**config.mk**
```make
export PLATFORM = sky130hd
export DESIGN_NAME = mem_wb_stage
export DESIGN_NICKNAME = d
export VERILOG_FILES = /design/src/rtl/mem_wb_stage.sv
export SDC_FILE = /design/constraint.sdc
export NUM_CORES = 1
export LEC_CHECK = 0
export BUFFER_PORTS_ARGS = -buffer_cell sky130_fd_sc_hd__buf_4
export CORE_MARGIN = 3
export CORE_UTILIZATION = 49
export DETAILED_ROUTE_END_ITERATION = 12
export PLACE_DENSITY = 0.93
export SLEW_MARGIN = 20
export SYNTH_ARGS = -nofsm -noshare
export SYNTH_HDL_FRONTEND = slang
export SYNTH_SLANG_ARGS = --single-unit
```
**constraint.sdc**
```tcl
create_clock -name clk -period 5.35 [get_ports clk]
set_clock_uncertainty 0.15 [all_clocks]
set_input_delay 0.8025 -clock clk [delete_from_list [all_inputs] [get_ports clk]]
set_output_delay 0.8025 -clock clk [all_outputs]
set_load 0.02 [all_outputs]
```
**src/rtl/mem_wb_stage.sv**
```systemverilog
// MEM/WB pipeline register and writeback source select.
// Feeds the register-file write port, halt flag and retire counter.
module mem_wb_stage #(
    parameter int DATA_W = 16,
    parameter int REG_AW = 4,
    parameter int CNT_W  = 16
) (
    input  logic              clk,
    input  logic              rst,
    input  logic              stall,
    input  logic              flush,
    input  logic              in_valid,
    input  logic [DATA_W-1:0] in_alu_result,
    input  logic [DATA_W-1:0] in_mem_data,
    input  logic [DATA_W-1:0] in_pc_plus2,
    input  logic [REG_AW-1:0] in_dst_reg,
    input  logic              in_reg_write,
    input  logic [1:0]        in_wb_sel,
    input  logic              in_halt,
    output logic              WriteReg,
    output logic [REG_AW-1:0] DstReg,
    output logic [DATA_W-1:0] DstData,
    output logic              wb_valid,
    output logic              halted,
    output logic [CNT_W-1:0]  retired_count
);

    logic              valid_q;
    logic              rw_q;
    logic              hlt_q;
    logic              rsv_q;
    logic [REG_AW-1:0] dst_q;
    logic [DATA_W-1:0] data_q;
    logic [DATA_W-1:0] sel_data;

    always_comb begin
        sel_data = '0;
        unique case (in_wb_sel)
            2'b00:   sel_data = in_alu_result;
            2'b01:   sel_data = in_mem_data;
            2'b10:   sel_data = in_pc_plus2;
            default: sel_data = '0;
        endcase
    end

    // Once halted, only reset can move the stage again.
    always_ff @(posedge clk or posedge rst) begin
        if (rst) begin
            valid_q       <= 1'b0;
            rw_q          <= 1'b0;
            hlt_q         <= 1'b0;
            rsv_q         <= 1'b0;
            dst_q         <= '0;
            data_q        <= '0;
            halted        <= 1'b0;
            retired_count <= '0;
        end else if (!halted) begin
            if (flush) begin
                valid_q <= 1'b0;
                rw_q    <= 1'b0;
                hlt_q   <= 1'b0;
                rsv_q   <= 1'b0;
                dst_q   <= '0;
                data_q  <= '0;
            end else if (!stall) begin
                valid_q <= in_valid;
                rw_q    <= in_reg_write;
                hlt_q   <= in_halt;
                rsv_q   <= (in_wb_sel == 2'b11);
                dst_q   <= in_dst_reg;
                data_q  <= sel_data;
                if (in_valid) begin
                    if (retired_count != '1)
                        retired_count <= retired_count + CNT_W'(1);
                    if (in_halt)
                        halted <= 1'b1;
                end
            end
        end
    end

    assign WriteReg = valid_q & rw_q & ~hlt_q & ~rsv_q & ~halted;
    assign DstReg   = dst_q;
    assign DstData  = data_q;
    assign wb_valid = valid_q;

endmodule

```
## Word-level counts from Yosys, hierarchy flattened

Index checks and enable logic that the tools add are counted.

- Flip-flop bits (word level): 41
- Logic and storage cells: 44
- Output and inout bits: 39

- Equality and inequality tests: 5
- Mux-type cells: 18
- Reductions and logical operators: 3
- $add $sub $neg: 1
- Bitwise operators: 9

Operator list:

| kind | number |
|---|---|
| $pmux W16 S3 | 1 |
| $mux W16 | 2 |
| $add A16 B1 Y16 const B | 1 |
| $ne A16 B16 Y1 const B | 1 |
| $mux W1 | 13 |
| $mux W4 | 2 |
| $not A1 Y1 | 5 |
| $reduce_and A5 Y1 | 1 |
| $and A1 B1 Y1 | 4 |
| $eq A2 B2 Y1 const B | 2 |
| $eq A2 B1 Y1 const B | 1 |
| $logic_not A2 Y1 | 1 |
| $ne A2 B1 Y1 const B | 1 |
| $reduce_and A2 Y1 | 1 |

## Longest topological paths before layout

Gate-level depths: netlist of run 1.

- Word-level depth: 5
- Gate-level depth with buffers: 7

## Worst setup path after synthesis of run 1

Ideal clock, no wire load.

- Path kind: input to register
- Start: in flush
- End: reg retired_count[15]
- Setup slack: 2.793 ns
- Stages on the path: 5
- Data arrival time: 2.272 ns
- Setup time: 0.134 ns
- Path through: or4b_1 buf_2 or4_4 o31ai_1 o31ai_1

- Longest elaborated chain between the ends: 2

RTL lines:

| item | RTL line | text |
|---|---|---|
| start, declared | 11 | `input logic flush,` |
| $not A1 Y1 (no line) | - |  |
| $reduce_and A5 Y1 (no line) | - |  |
| end signal, assigned | 74 | `retired_count <= retired_count + CNT_W'(1);` |
| end, declared | 25 | `output logic [CNT_W-1:0] retired_count` |

No other way between the ends.
A chain may end at the register's enable or synchronous reset.

## Final worst setup path of run 1

- Start: in flush
- End: reg data_q[8], in the netlist DstData[8]

- Longest elaborated chain between the ends: 2
- Elaborated cells between the ends (all ways): 3

RTL lines:

| item | RTL line | text |
|---|---|---|
| $ne A2 B1 Y1 (no line) | - |  |
| $reduce_and A2 Y1 (no line) | - |  |
| end signal, assigned | 71 | `data_q <= sel_data;` |
| end, declared | 33 | `logic [DATA_W-1:0] data_q;` |

Parallel ways exist; a longest one is shown, timed or not.

==> results list, run 1 <==
* Cell count after placement: approximately 350
- The detail route stage leaves a number of antenna-violating nets equal to 0.
- Count of different cell masters after synthesis: 37
* Final GP Congestion: approximately 0.84
- Averaged over all synthesized cells, the footprint is between 10 and 15 um^2.
* Cell-internal power: 717 uW
- Total Routed Length: 5320 um
- Hold timing on the final database bottoms out at a slack of between 0.3 and 0.4 ns.
- First-pass GRT wire length: around 8700 um
* TNS Setup: 0 ns
- Measured along the x axis, the die boundary spans 71.0 um.
- The finished cells cover between 2000 and 3000 um^2.
* Core ar.: around 4000 um^2
* Clock Latency Late Sink: just under 0.3 ns
- After clock tree synthesis, the clock-pin slew on the worst setup and hold paths is roughly 0.070 ns.
- For met3 alone, demand over resource in global routing was 0.0668.
* Vias after detailed routing: approximately 1.9k
- Placement Cell Area: 2850 um^2
- The number of global-route vias before repair came to 1945.
- Data on the critical path is required at its endpoint by 5.43 ns.
- For met2 alone, demand over resource in global routing was 0.369.
- Worst-margin pin slew: 1.02 ns
- The critical path contains buffers and inverters numbering 2 combined.
- The number of hold violations in the final report was 0.
* Ratio of final minimum period to clock period: 0.476
- Number of max-cap violations: 0
- Sequential fraction of the synthesis area: 0.495
- Maximum fanout along the worst path: 32
- Via density per instance: ~5.4
- TritonCTS sink count: between 40 and 50
* Number of DRC violations after detailed routing: 0
- For this design the total switching power over the nets is between 300 and 400 uW.
- Before CTS, the worst setup slack after placement is 2.47 ns.
- Area of the die: between 5000 and 6000 um^2
- Effective utilization at floorplan: 0.515
- Number of setup buffers added after CTS: 0
* Final worst-path setup slack: ~2.8 ns
- Top-level I/O count: 100
* Worst min path class: flop to flop
- Most frequent standard cell in the layout excluding fill and tap cells: sky130_fd_sc_hd__buf_4
- The finished layout holds about 350 standard cells, fillers aside.
- Category of the worst setup path capture point: flop
- Number of nets in the layout: around 360
* Number of buffer cells added on primary ports: 99
- The worst setup path is launched from a primary input.
- GR met1 Demand/Resource: 0.260
* Core utilization of the finished layout: 0.740
* Count of pins over their slew limit: 0
- The H-tree was split into 2 levels.
- TritonCTS Buffers: 5
- CTS tree: yes
* Synth-to-Final Area Change: 43.8%
* Antenna violations before repair: 0
* Library cell used as clock root buffer: sky130_fd_sc_hd__clkbuf_8
- The worst path in the final design needs a cycle of approximately 2.5 ns, including I/O delays and setup.
* DRC marker count from the first detailed-route iteration: 142
- Critical path data arrival time: ~2.6 ns
- In this run, synthesis produced a sequential element count of 41.
- Wire per inst: approximately 15 um
- In the layout the commonest cells are sky130_fd_sc_hd__buf_4, sky130_fd_sc_hd__dfrtp_1, sky130_fd_sc_hd__nand2_1, sky130_fd_sc_hd__o21ai_0.
- Path type of the worst setup path: primary input to flop
* GRT Util Overall: 0.218
* Hold-fix buffers, CTS: 0
* Number of instances in the synthesized netlist: about 210
- Setup violations remaining at the end of the flow were counted as 0.
- Summed over all cells, the static leakage comes to 1.51 nW.
- Remaining Overflow, GRT: 0
* Share of final-layout standard cells stronger than drive strength 1: 0.380
* Largest net degree at the start of global routing: 42
- Final HPWL from detailed placement: slightly above 4000 um
- Maximum VDD drop: 0.214 mV
- Of the total power, the share spent switching nets is 0.313.
* Setup repair after global routing missed its margin: no
- Clock Path Buffers: 2
- Worst-path cell with the longest stage delay: sky130_fd_sc_hd__nor3b_2
* Antenna diode count: 0
- Clock power share: 0.278
* Ys Warns: 0
- Post-synthesis net count: about 270
- Relative slew slack: 0.321
- Count of cells resized by post-cts repair: 0
* Sum of internal, switching and leakage power: approximately 1.0 mW
- Family with the most delay on the worst path: simple AND/OR/NAND/NOR gates
* Count of TritonRoute iterations in the first routing pass: 4
* # rows: 23
- Run status: complete, no violations
- GR peak layer: met2
- Comb pwr share: 0.308
* Die Height: around 71 um
- Of the total power, registers draw 0.414.
- Peak clock frequency supported by timing: between 300 and 400 MHz
- Traced cell by cell, the critical path runs through buf_4 > inv_1 > a21o_1 > nor3b_2 > a22o_1.
- Power per cell area: 350 nW/um^2
* Netlist Area Pre-Place: approximately 2100 um^2
- Stage delay of the slowest cell on the critical path: roughly 0.86 ns
[cell type report]
cell class / count / area [um^2]
multi-input combinational: 150 / 993
sequential: 41 / 1030
tap: 50 / 62.6
clock buffer: 5 / 68.8
inverter: 4 / 15.0
clock inverter: 3 / 65.1
fill: 312 / 1050
timing repair buffer: 100 / 751
[worst paths after layout]
check                                      start               end  slack, ns  cells after the start
max in group asynchronous                    rst  retired_count[8]       4.23                      3
worst min register to register         DstReg[1]         DstReg[1]       0.34                      2
worst max-delay path                       flush        DstData[8]       2.81                      5
min in group asynchronous                    rst        DstData[2]       0.48                      3
worst max register to register  retired_count[0]  retired_count[1]       2.83                      5
worst min-delay path                   DstReg[1]         DstReg[1]       0.34                      2
[flip-flops by register name, summed over array words and instances, names as in the netlist]
signal         count
DstData           16
retired_count     16
DstReg             4
halted             1
hlt_q              1
rsv_q              1
rw_q               1
wb_valid           1
[Yosys cell counts]
| library cell | count | share of area |
|---|---|---|
| sky130_fd_sc_hd__dfrtp_1 | 41 | 0.49 |
| sky130_fd_sc_hd__nand2_1 | 36 | 0.065 |
| sky130_fd_sc_hd__o21ai_0 | 22 | 0.053 |
| sky130_fd_sc_hd__a22o_1 | 16 | 0.068 |
| sky130_fd_sc_hd__mux2i_1 | 16 | 0.077 |
| sky130_fd_sc_hd__clkbuf_1 | 9 | 0.016 |
| sky130_fd_sc_hd__xor2_1 | 9 | 0.038 |
| sky130_fd_sc_hd__nand3_1 | 7 | 0.017 |
| sky130_fd_sc_hd__inv_1 | 4 | 0.0072 |
| sky130_fd_sc_hd__nand4_1 | 4 | 0.012 |
| sky130_fd_sc_hd__nor2_1 | 4 | 0.0072 |
| sky130_fd_sc_hd__nor4_1 | 4 | 0.012 |
| sky130_fd_sc_hd__nor3_1 | 3 | 0.0072 |
| sky130_fd_sc_hd__o31ai_1 | 3 | 0.011 |
| sky130_fd_sc_hd__buf_2 | 2 | 0.0048 |
| sky130_fd_sc_hd__nor2b_1 | 2 | 0.0060 |
| sky130_fd_sc_hd__nor3b_1 | 2 | 0.0072 |
| sky130_fd_sc_hd__nor4b_1 | 2 | 0.0085 |
| sky130_fd_sc_hd__xnor2_1 | 2 | 0.0085 |
| sky130_fd_sc_hd__a211oi_2 | 1 | 0.0060 |
| sky130_fd_sc_hd__a21o_1 | 1 | 0.0036 |
| sky130_fd_sc_hd__a21oi_1 | 1 | 0.0024 |
| sky130_fd_sc_hd__a21oi_2 | 1 | 0.0042 |
| sky130_fd_sc_hd__a2bb2oi_1 | 1 | 0.0042 |
| sky130_fd_sc_hd__a31oi_1 | 1 | 0.0030 |
| sky130_fd_sc_hd__a41o_1 | 1 | 0.0048 |
| sky130_fd_sc_hd__and2_1 | 1 | 0.0030 |
| sky130_fd_sc_hd__and4_1 | 1 | 0.0042 |
| sky130_fd_sc_hd__ha_1 | 1 | 0.0060 |
| sky130_fd_sc_hd__mux2_2 | 1 | 0.0054 |
| sky130_fd_sc_hd__nand3b_1 | 1 | 0.0036 |
| sky130_fd_sc_hd__nor4_2 | 1 | 0.0060 |
| sky130_fd_sc_hd__o21a_1 | 1 | 0.0036 |
| sky130_fd_sc_hd__or3_1 | 1 | 0.0030 |
| sky130_fd_sc_hd__or3_4 | 1 | 0.0054 |
| sky130_fd_sc_hd__or4_4 | 1 | 0.0054 |
| sky130_fd_sc_hd__or4b_1 | 1 | 0.0048 |
[layer usage]
layer / part of all wire / wire length (um)
met1: 0.39 / 2050
met3: 0.097 / 514
met4: 0.018 / 94
met2: 0.50 / 2660
met5: 0 / 0
[power by group through the flow]
stage / logic [mW] / clock network, mW / registers, mW
finish: 0.322 / 0.290 / 0.432
global route: 0.346 / 0.313 / 0.442
CTS: 0.327 / 0.296 / 0.431
detailed placement: 0.329 / 0 / 0.433
global placement: 0.317 / 0 / 0.432
floorplan: 0.0961 / 0 / 0.498
[tightest hold or removal path, delay by kind of cell (launching register included)]
kind,cells,cell delay [ns]
simple gates,1,0.05
flops,1,0.35
compound gates,1,0.06
[cell families (layout without fill, tap and decap cells)]
| kind of cell | after synthesis | count (layout) | synth area share |
|---|---|---|---|
| adders and majority gates | 1 | 1 | 0.00603 |
| and+or+nand+nor | 72 | 72 | 0.178 |
| buffers and inverters | 15 | 112 | 0.0284 |
| DFF | 41 | 41 | 0.495 |
| AOI/OAI and AO/OA | 49 | 49 | 0.164 |
| xor gates and xnor gates | 11 | 11 | 0.0465 |
| muxes | 17 | 17 | 0.0827 |
Note: power is estimated with default switching activity, not from simulation.
==> run 2: changes to the inputs <==
--- a/config.mk
+++ b/config.mk
@@ -7,9 +7,9 @@
 export LEC_CHECK = 0
 export BUFFER_PORTS_ARGS = -buffer_cell sky130_fd_sc_hd__buf_4
 export CORE_MARGIN = 3
-export CORE_UTILIZATION = 49
+export CORE_UTILIZATION = 41
 export DETAILED_ROUTE_END_ITERATION = 12
-export PLACE_DENSITY = 0.93
+export PLACE_DENSITY = 0.84
 export SLEW_MARGIN = 20
 export SYNTH_ARGS = -nofsm -noshare
 export SYNTH_HDL_FRONTEND = slang
==> constraint.sdc (replaced) <==
create_clock -name clk -period 2.1 [get_ports clk]
set_clock_uncertainty 0.15 [all_clocks]
set_input_delay 0.315 -clock clk [delete_from_list [all_inputs] [get_ports clk]]
set_output_delay 0.315 -clock clk [all_outputs]
set_load 0.02 [all_outputs]
==> run 2 against run 1 <==
The flow now finishes with violations (hold timing). Power grew 130%. Hold slack lost 0.35 ns. Register-to-register slack lost 2.8 ns. Combinational power grew to 2.7 times the previous value. Sequential cell count is the same. Critical endpoint is now retired_count[15]. Highest routed layer unchanged.
==> results list, run 2 (synthesis gave the netlist of run 1 again) <==
- Number of max-cap violations: 0 (unchanged)
- The detailed-route wire length per cell is 14.0 um (was 15.1 um).
- The critical path endpoint category is a flop (unchanged).
* Area of the die: 5950 um^2 (was 5050 um^2)
* Antenna-violating nets left: 0 (unchanged)
* Commonest cells after routing, fill and taps aside: sky130_fd_sc_hd__buf_4, sky130_fd_sc_hd__dfrtp_1, sky130_fd_sc_hd__nand2_1, sky130_fd_sc_hd__o21ai_0 (unchanged)
- Number of buffer cells added on primary ports: 99 (unchanged)
- Beginning of the critical path: halted (was flush)
- The overall die width was 77.1 um (was 71.0 um).
- The type of the worst setup path is flop to flop (was primary input to flop).
- Worst-margin pin slew: 1.09 ns (was 1.02 ns)
* Post-layout min period: slightly above 2 ns
- The maximum number of pins on one net before global-route repair came to 42 (unchanged).
- Clock Path Buffers: 2 (unchanged)
- Antenna violations before repair: 0 (unchanged)
* DRC marker count from the first detailed-route iteration: 65 (was 142)
* Setup repair after global routing missed its margin: no (unchanged)
- Critical path required time: 2.11 ns (was 5.43 ns)
- Count of TritonRoute iterations in the first routing pass: 4 (unchanged)
- Met3 wire length: 516 um (was 514 um)
* Final count of hold timing violations: 15 (was 0)
* # rows: 25 (was 23)
* CTS tree: yes (unchanged)
- Top-level I/O count: 100 (unchanged)
- The endpoint of the worst register-to-register path is retired_count[15] (was retired_count[1]).
- The clock root buffer master is sky130_fd_sc_hd__clkbuf_8 (unchanged).
- Relative slew slack: 0.275 (was 0.321)
- The half-perimeter wire length after detailed placement was 4250 um (was 4090 um).
- The number of non-filler instances in the completed layout was 382 (was 353).
* Count of pins over their slew limit: 0 (unchanged)
* TritonCTS Buffers: 5 (unchanged)
- Number of DRC violations after detailed routing: 0 (unchanged)
* Routed length on met2: 2670 um (was 2660 um)
- The largest fanout on the critical path came to 5 (was 32).
* Remaining Overflow, GRT: 0 (unchanged)
* Synth-to-Final Area Change: 48.3% (was 43.8%)
* Clk pin slew, worst setup/hold paths: 0.07 ns (about the same)
- TNS Setup: 0 ns (unchanged)
- Ratio of final minimum period to clock period: 0.968
- Run status: finished, violations left (was complete, no violations)
- The internal reg-to-reg setup slack came to 0.07 ns (was 2.83 ns).
* Power per cell area: 798 nW/um^2 (was 350 nW/um^2)
- The static leakage came to 1.56 nW (was 1.51 nW).
* Violations in the final reports: hold timing
* Count of H-tree levels built during CTS: 2 (unchanged)
* Cell count after placement: 375 (was 345)
* Die Height: 77.1 um (was 71.0 um)
- The share of cells above drive strength 1 came to 0.410 (was 0.380).
* Startpoint types: flop (was primary input)
- Antenna diode count: 0 (unchanged)
- The count of fill cells added during filler insertion was 424 (was 312).
- The total global routing track utilization is 0.181 (was 0.218).
- Critical Path Sink: retired_count[15] (was DstData[8])
- The beginning of the worst register-to-register path is halted (was retired_count[0]).
* Most frequent standard cell in the layout excluding fill and tap cells: sky130_fd_sc_hd__buf_4 (unchanged)
- Uppermost layer routed: met4 (unchanged)
* Vias after detailed routing: 1936 (was 1916)
- Worst hold-check slack: -0.0149 ns (was 0.337 ns)
- Critical path data arrival time: 2.05 ns (was 2.62 ns)
* Core ar.: 4820 um^2 (was 4030 um^2)
- Maximum VDD drop: 0.408 mV (was 0.214 mV)
- Total Routed Length: 5360 um (was 5320 um)
- Finish-stage setup viols: 0 (unchanged)
- Number of cells on the worst reg-to-reg path: 4 (was 5)
- Peak clock frequency supported by timing: a little under 500 MHz
* Clock Latency Late Sink: 0.29 ns (about the same)
* Metal-1 WL: 2120 um (was 2050 um)
- Vias in the first global route: 1955 (was 1945)
- First-pass GRT wire length: 8610 um (was 8710 um)
- The per-cell via count in the routed design is 5.07 (was 5.43).
- TritonCTS sink count: 41 (unchanged)
* Effective utilization at floorplan: 0.430 (was 0.515)
- Final GP Congestion: 0.838 (was 0.837)
* Number of nets in the layout: 377 (was 364)
- The class of the tightest hold or removal check is primary input to asynchronous set/reset pin (was flop to flop).
==> run 2: worst min path at each step <==
stage | to
after floorplan | rsv_q
after global placement | rw_q
after detailed placement | rw_q
after CTS | DstReg[2]
after global routing | retired_count[4]
final | DstReg[2]
==> run 2: through the flow <==
step                      instance area, um^2  utilization  total power, mW  setup slack, ns
final                                    3080        0.638             2.45           0.0679
after global routing                     3080        0.638             2.59           0.0199
after CTS                                3070        0.637             2.48           0.0649
after detailed placement                 2980        0.619             1.97          -0.0158
after global placement                   2980        0.619             1.95         -0.00750
after floorplan                          2100            -             1.51          -0.0553
==> run 2: layout make-up <==
| type | instances | area, um^2 | share of cell area |
|---|---|---|---|
| clock buffer | 7 | 86.3 | 0.0281 |
| sequential | 41 | 1030 | 0.334 |
| inverter | 4 | 15.0 | 0.00488 |
| multi-input combinational | 150 | 1010 | 0.330 |
| tap | 67 | 83.8 | 0.0273 |
| timing repair buffer | 113 | 848 | 0.276 |
==> run 2: where the power goes <==
| part | switching, mW | internal [mW] | leakage [nW] | total, mW |
|---|---|---|---|---|
| registers | 0.114 | 0.959 | 0.539 | 1.07 |
| clock network | 0.247 | 0.261 | 0.0443 | 0.508 |
| logic | 0.440 | 0.433 | 0.980 | 0.872 |
==> run 2: worst max-delay path, cell delays in order, from the launching register on <==
cell and delay (ns):
sky130_fd_sc_hd__dfrtp_2 0.40, sky130_fd_sc_hd__or4b_1 0.52, sky130_fd_sc_hd__or4_4 0.48, sky130_fd_sc_hd__o31ai_1 0.25
sky130_fd_sc_hd__o31ai_1 0.11
==> run 2: routing by layer <==
| metal | up-vias | track usage |
|---|---|---|
| met5 | - | 0 |
| met4 | 0 | 0.0516 |
| met3 | 6 | 0.0728 |
| met2 | 81 | 0.318 |
| met1 | 890 | 0.202 |
| li1 | 959 | - |
==> run 2: timing repair <==
item | in CTS | in global routing
setup endpoints to repair | 0 | 1
buffers inserted | 0 | 0
gates resized for setup | 0 | 1
hold buffers | 0 | 0
==> run 3: changes to the inputs <==
--- a/config.mk
+++ b/config.mk
@@ -7,9 +7,10 @@
 export LEC_CHECK = 0
 export BUFFER_PORTS_ARGS = -buffer_cell sky130_fd_sc_hd__buf_4
 export CORE_MARGIN = 3
-export CORE_UTILIZATION = 41
+export CORE_UTILIZATION = 38
 export DETAILED_ROUTE_END_ITERATION = 12
-export PLACE_DENSITY = 0.84
+export PLACE_DENSITY = 0.79
+export SKIP_CTS_REPAIR_TIMING = 1
 export SLEW_MARGIN = 20
 export SYNTH_ARGS = -nofsm -noshare
 export SYNTH_HDL_FRONTEND = slang
==> run 3 against run 2 <==
The flow now finishes without violations. Power grew 1.6%. Sequential power barely moved. Wire length grew 1.3%. Critical path depth unchanged. Critical path type unchanged. Largest cell class unchanged. Largest power group unchanged.
==> results list, run 3 (synthesis gave the netlist of run 1 again) <==
* Core ar.: 5200 um^2 (was 4820 um^2)
* Startpoint types: flop (unchanged)
- The critical path required time came to 2.11 ns (about the same).
- CTS tree: yes (unchanged)
- The total power density per cell area came to 795 nW/um^2 (was 798 nW/um^2).
- Commonest cells after routing, fill and taps aside: sky130_fd_sc_hd__buf_4, sky130_fd_sc_hd__dfrtp_1, sky130_fd_sc_hd__nand2_1, sky130_fd_sc_hd__o21ai_0 (unchanged)
- GRT Util Overall: 0.184 (was 0.181)
* Critical path data arrival time: 2.04 ns (was 2.05 ns)
* Post-layout min period: 2.03 ns (about the same)
- Clk pin slew, worst setup/hold paths: 0.08 ns (was 0.07 ns)
- Vias in the first global route: 2055 (was 1955)
- Post-Layout Inst Area: 3140 um^2 (was 3080 um^2)
* Via density per instance: 5.04 (was 5.07)
- Endpoint of the most critical register-to-register path: retired_count[15] (unchanged)
- The highest ir drop seen on vdd came to 0.382 mV (was 0.408 mV).
- Final worst-path setup slack: 0.0714 ns (was 0.0679 ns)
- Final count of hold timing violations: 0 (was 15)
- The first-pass iteration count of the detailed router was 4 (unchanged).
* Run status: complete, no violations (was finished, violations left)
- Along the worst hold path, the cell count comes to 3.
- The post-route total power came to 2.49 mW (was 2.45 mW).
* Count of pins over their slew limit: 0 (unchanged)
- The initial antenna violation count was 0 (unchanged).
- The residual DRC count was 0 (unchanged).
* Clock Path Buffers: 2 (unchanged)
* Area of the die: 6380 um^2 (was 5950 um^2)
* Die Height: 79.9 um (was 77.1 um)
- Chip width: 79.9 um (was 77.1 um)
* Count of H-tree levels built during CTS: 2 (unchanged)
- Most frequent standard cell in the layout excluding fill and tap cells: sky130_fd_sc_hd__buf_4 (unchanged)
- Worst-margin pin slew: 1.08 ns (was 1.09 ns)
- The detailed-route wire length per cell came to 13.9 um (was 14.0 um).
- Cell count after placement: 381 (was 375)
- The class of the tightest hold or removal check is primary input to flop (was primary input to asynchronous set/reset pin).
* Origin of the critical flop-to-flop path: halted (unchanged)
- Minimum setup slack after placement: -0.0740 ns (was -0.0158 ns)
- Antenna diode count: 0 (unchanged)
- The total congestion overflow was 0 (unchanged).
- The largest fanout on the critical path was 5 (unchanged).
* Number of max-cap violations: 0 (unchanged)
* Number of nets in the layout: 381 (was 377)
- In this run the most critical hold path is launched from in_dst_reg[2].
- The start point of the critical path is halted (unchanged).
- The share of the clock period used by the worst path is 0.966 (was 0.968).
- The global-route wire length before repair came to 9290 um (was 8610 um).
- The maximum number of pins on one net before global-route repair is 25 (was 42).
- The relative max-transition margin came to 0.279 (was 0.275).
- Total Routed Length: 5430 um (was 5360 um)
- Clock Latency Late Sink: 0.28 ns (was 0.29 ns)
- The last weighted congestion value of the routability-driven placer is 0.873 (was 0.838).
- Finish-stage setup viols: 0 (unchanged)
- Static leakage: 1.60 nW (was 1.56 nW)
- The total CTS buffers is 5 (unchanged).
- # rows: 26 (was 25)
- The initial detailed-routing violation count came to 71 (was 65).
- Path type of the worst setup path: flop to flop (unchanged)
- Category of the worst setup path capture point: flop (unchanged)
- Number of cells on the worst reg-to-reg path: 4 (unchanged)
- The internal reg-to-reg setup slack is 0.07 ns (about the same).
- The share of cells above drive strength 1 was 0.419 (was 0.410).
* Synth-to-Final Area Change: 51.3% (was 48.3%)
- The upper clock frequency limit was 493 MHz (was 492 MHz).
- The post-placement cell area came to 3020 um^2 (was 2980 um^2).
- Number of buffer cells added on primary ports: 99 (unchanged)
- Vias after detailed routing: 1967 (was 1936)
* Effective utilization at floorplan: 0.398 (was 0.430)
- The I/O pin count came to 100 (unchanged).
- The total number of clock tree sinks is 41 (unchanged).
- Antenna-violating nets left: 0 (unchanged)
- Setup repair after global routing missed its margin: no (unchanged).
- The number of non-filler instances in the completed layout was 390 (was 382).
- The path with the worst hold slack has its endpoint at DstReg[2].
* Final HPWL from detailed placement: 4290 um (was 4250 um)
- Library cell used as clock root buffer: sky130_fd_sc_hd__clkbuf_8 (unchanged)
-- run 3: changes by cell type in the layout (fill, tap and decap cells not counted), sizes merged --
cell         previous run  this run
buf                   113       116
clkinv                  0         2
dlygate4sd3             0         1
inv                     4         3
-- run 3: power breakdown --
group          leakage [nW]  switching, mW  internal, mW
sequential            0.539          0.121         0.958
combinational          1.00          0.435         0.427
clock                0.0542          0.255         0.297
total                  1.60          0.811          1.68
-- run 3: how the worst max path moves through the flow --
| stage | to | slack [ns] |
|---|---|---|
| 6_report | retired_count[15] | 0.07 |
| 5_1_grt | retired_count[8] | 0.01 |
| 4_1_cts | retired_count[15] | 0.02 |
| 3_5_place_dp | retired_count[8] | -0.07 |
| 3_3_place_gp | retired_count[8] | -0.06 |
| 2_1_floorplan | retired_count[8] | -0.06 |
-- run 3: critical path, stage by stage (launching register included) --
cell and delay (ns):
sky130_fd_sc_hd__dfrtp_2 0.40, sky130_fd_sc_hd__or4b_4 0.52, sky130_fd_sc_hd__or4_4 0.48, sky130_fd_sc_hd__o31ai_1 0.26, sky130_fd_sc_hd__o31ai_1 0.11
-- run 3: area by class of cell --
cell class	instances	area (um^2)
clock buffers	7	96.3
well taps	70	87.6
clock inverters	1	5.00
repair buffers	117	893
fillers	460	2070
flip-flops and latches	41	1030
multi-input cells	150	1010
inverters	4	15.0
-- run 3: per-stage QoR --
stage	util	hold WS [ns]	setup TNS (ns)
final	0.603	0.131	0
after global placement	0.581	0.236	-0.111
after CTS	0.600	-0.0713	0
after global routing	0.603	0.149	0
after floorplan	-	0.261	-0.0923
after detailed placement	0.581	0.241	-0.237
-- run 3: per-layer routing --
| layer | vias to the layer above | share of wire | global-route usage |
|---|---|---|---|
| li1 | 963 | - | - |
| met1 | 910 | 0.43 | 0.229 |
| met2 | 88 | 0.48 | 0.307 |
| met3 | 6 | 0.089 | 0.0564 |
| met4 | 0 | 0.0088 | 0.0524 |
| met5 | - | 0 | 0 |
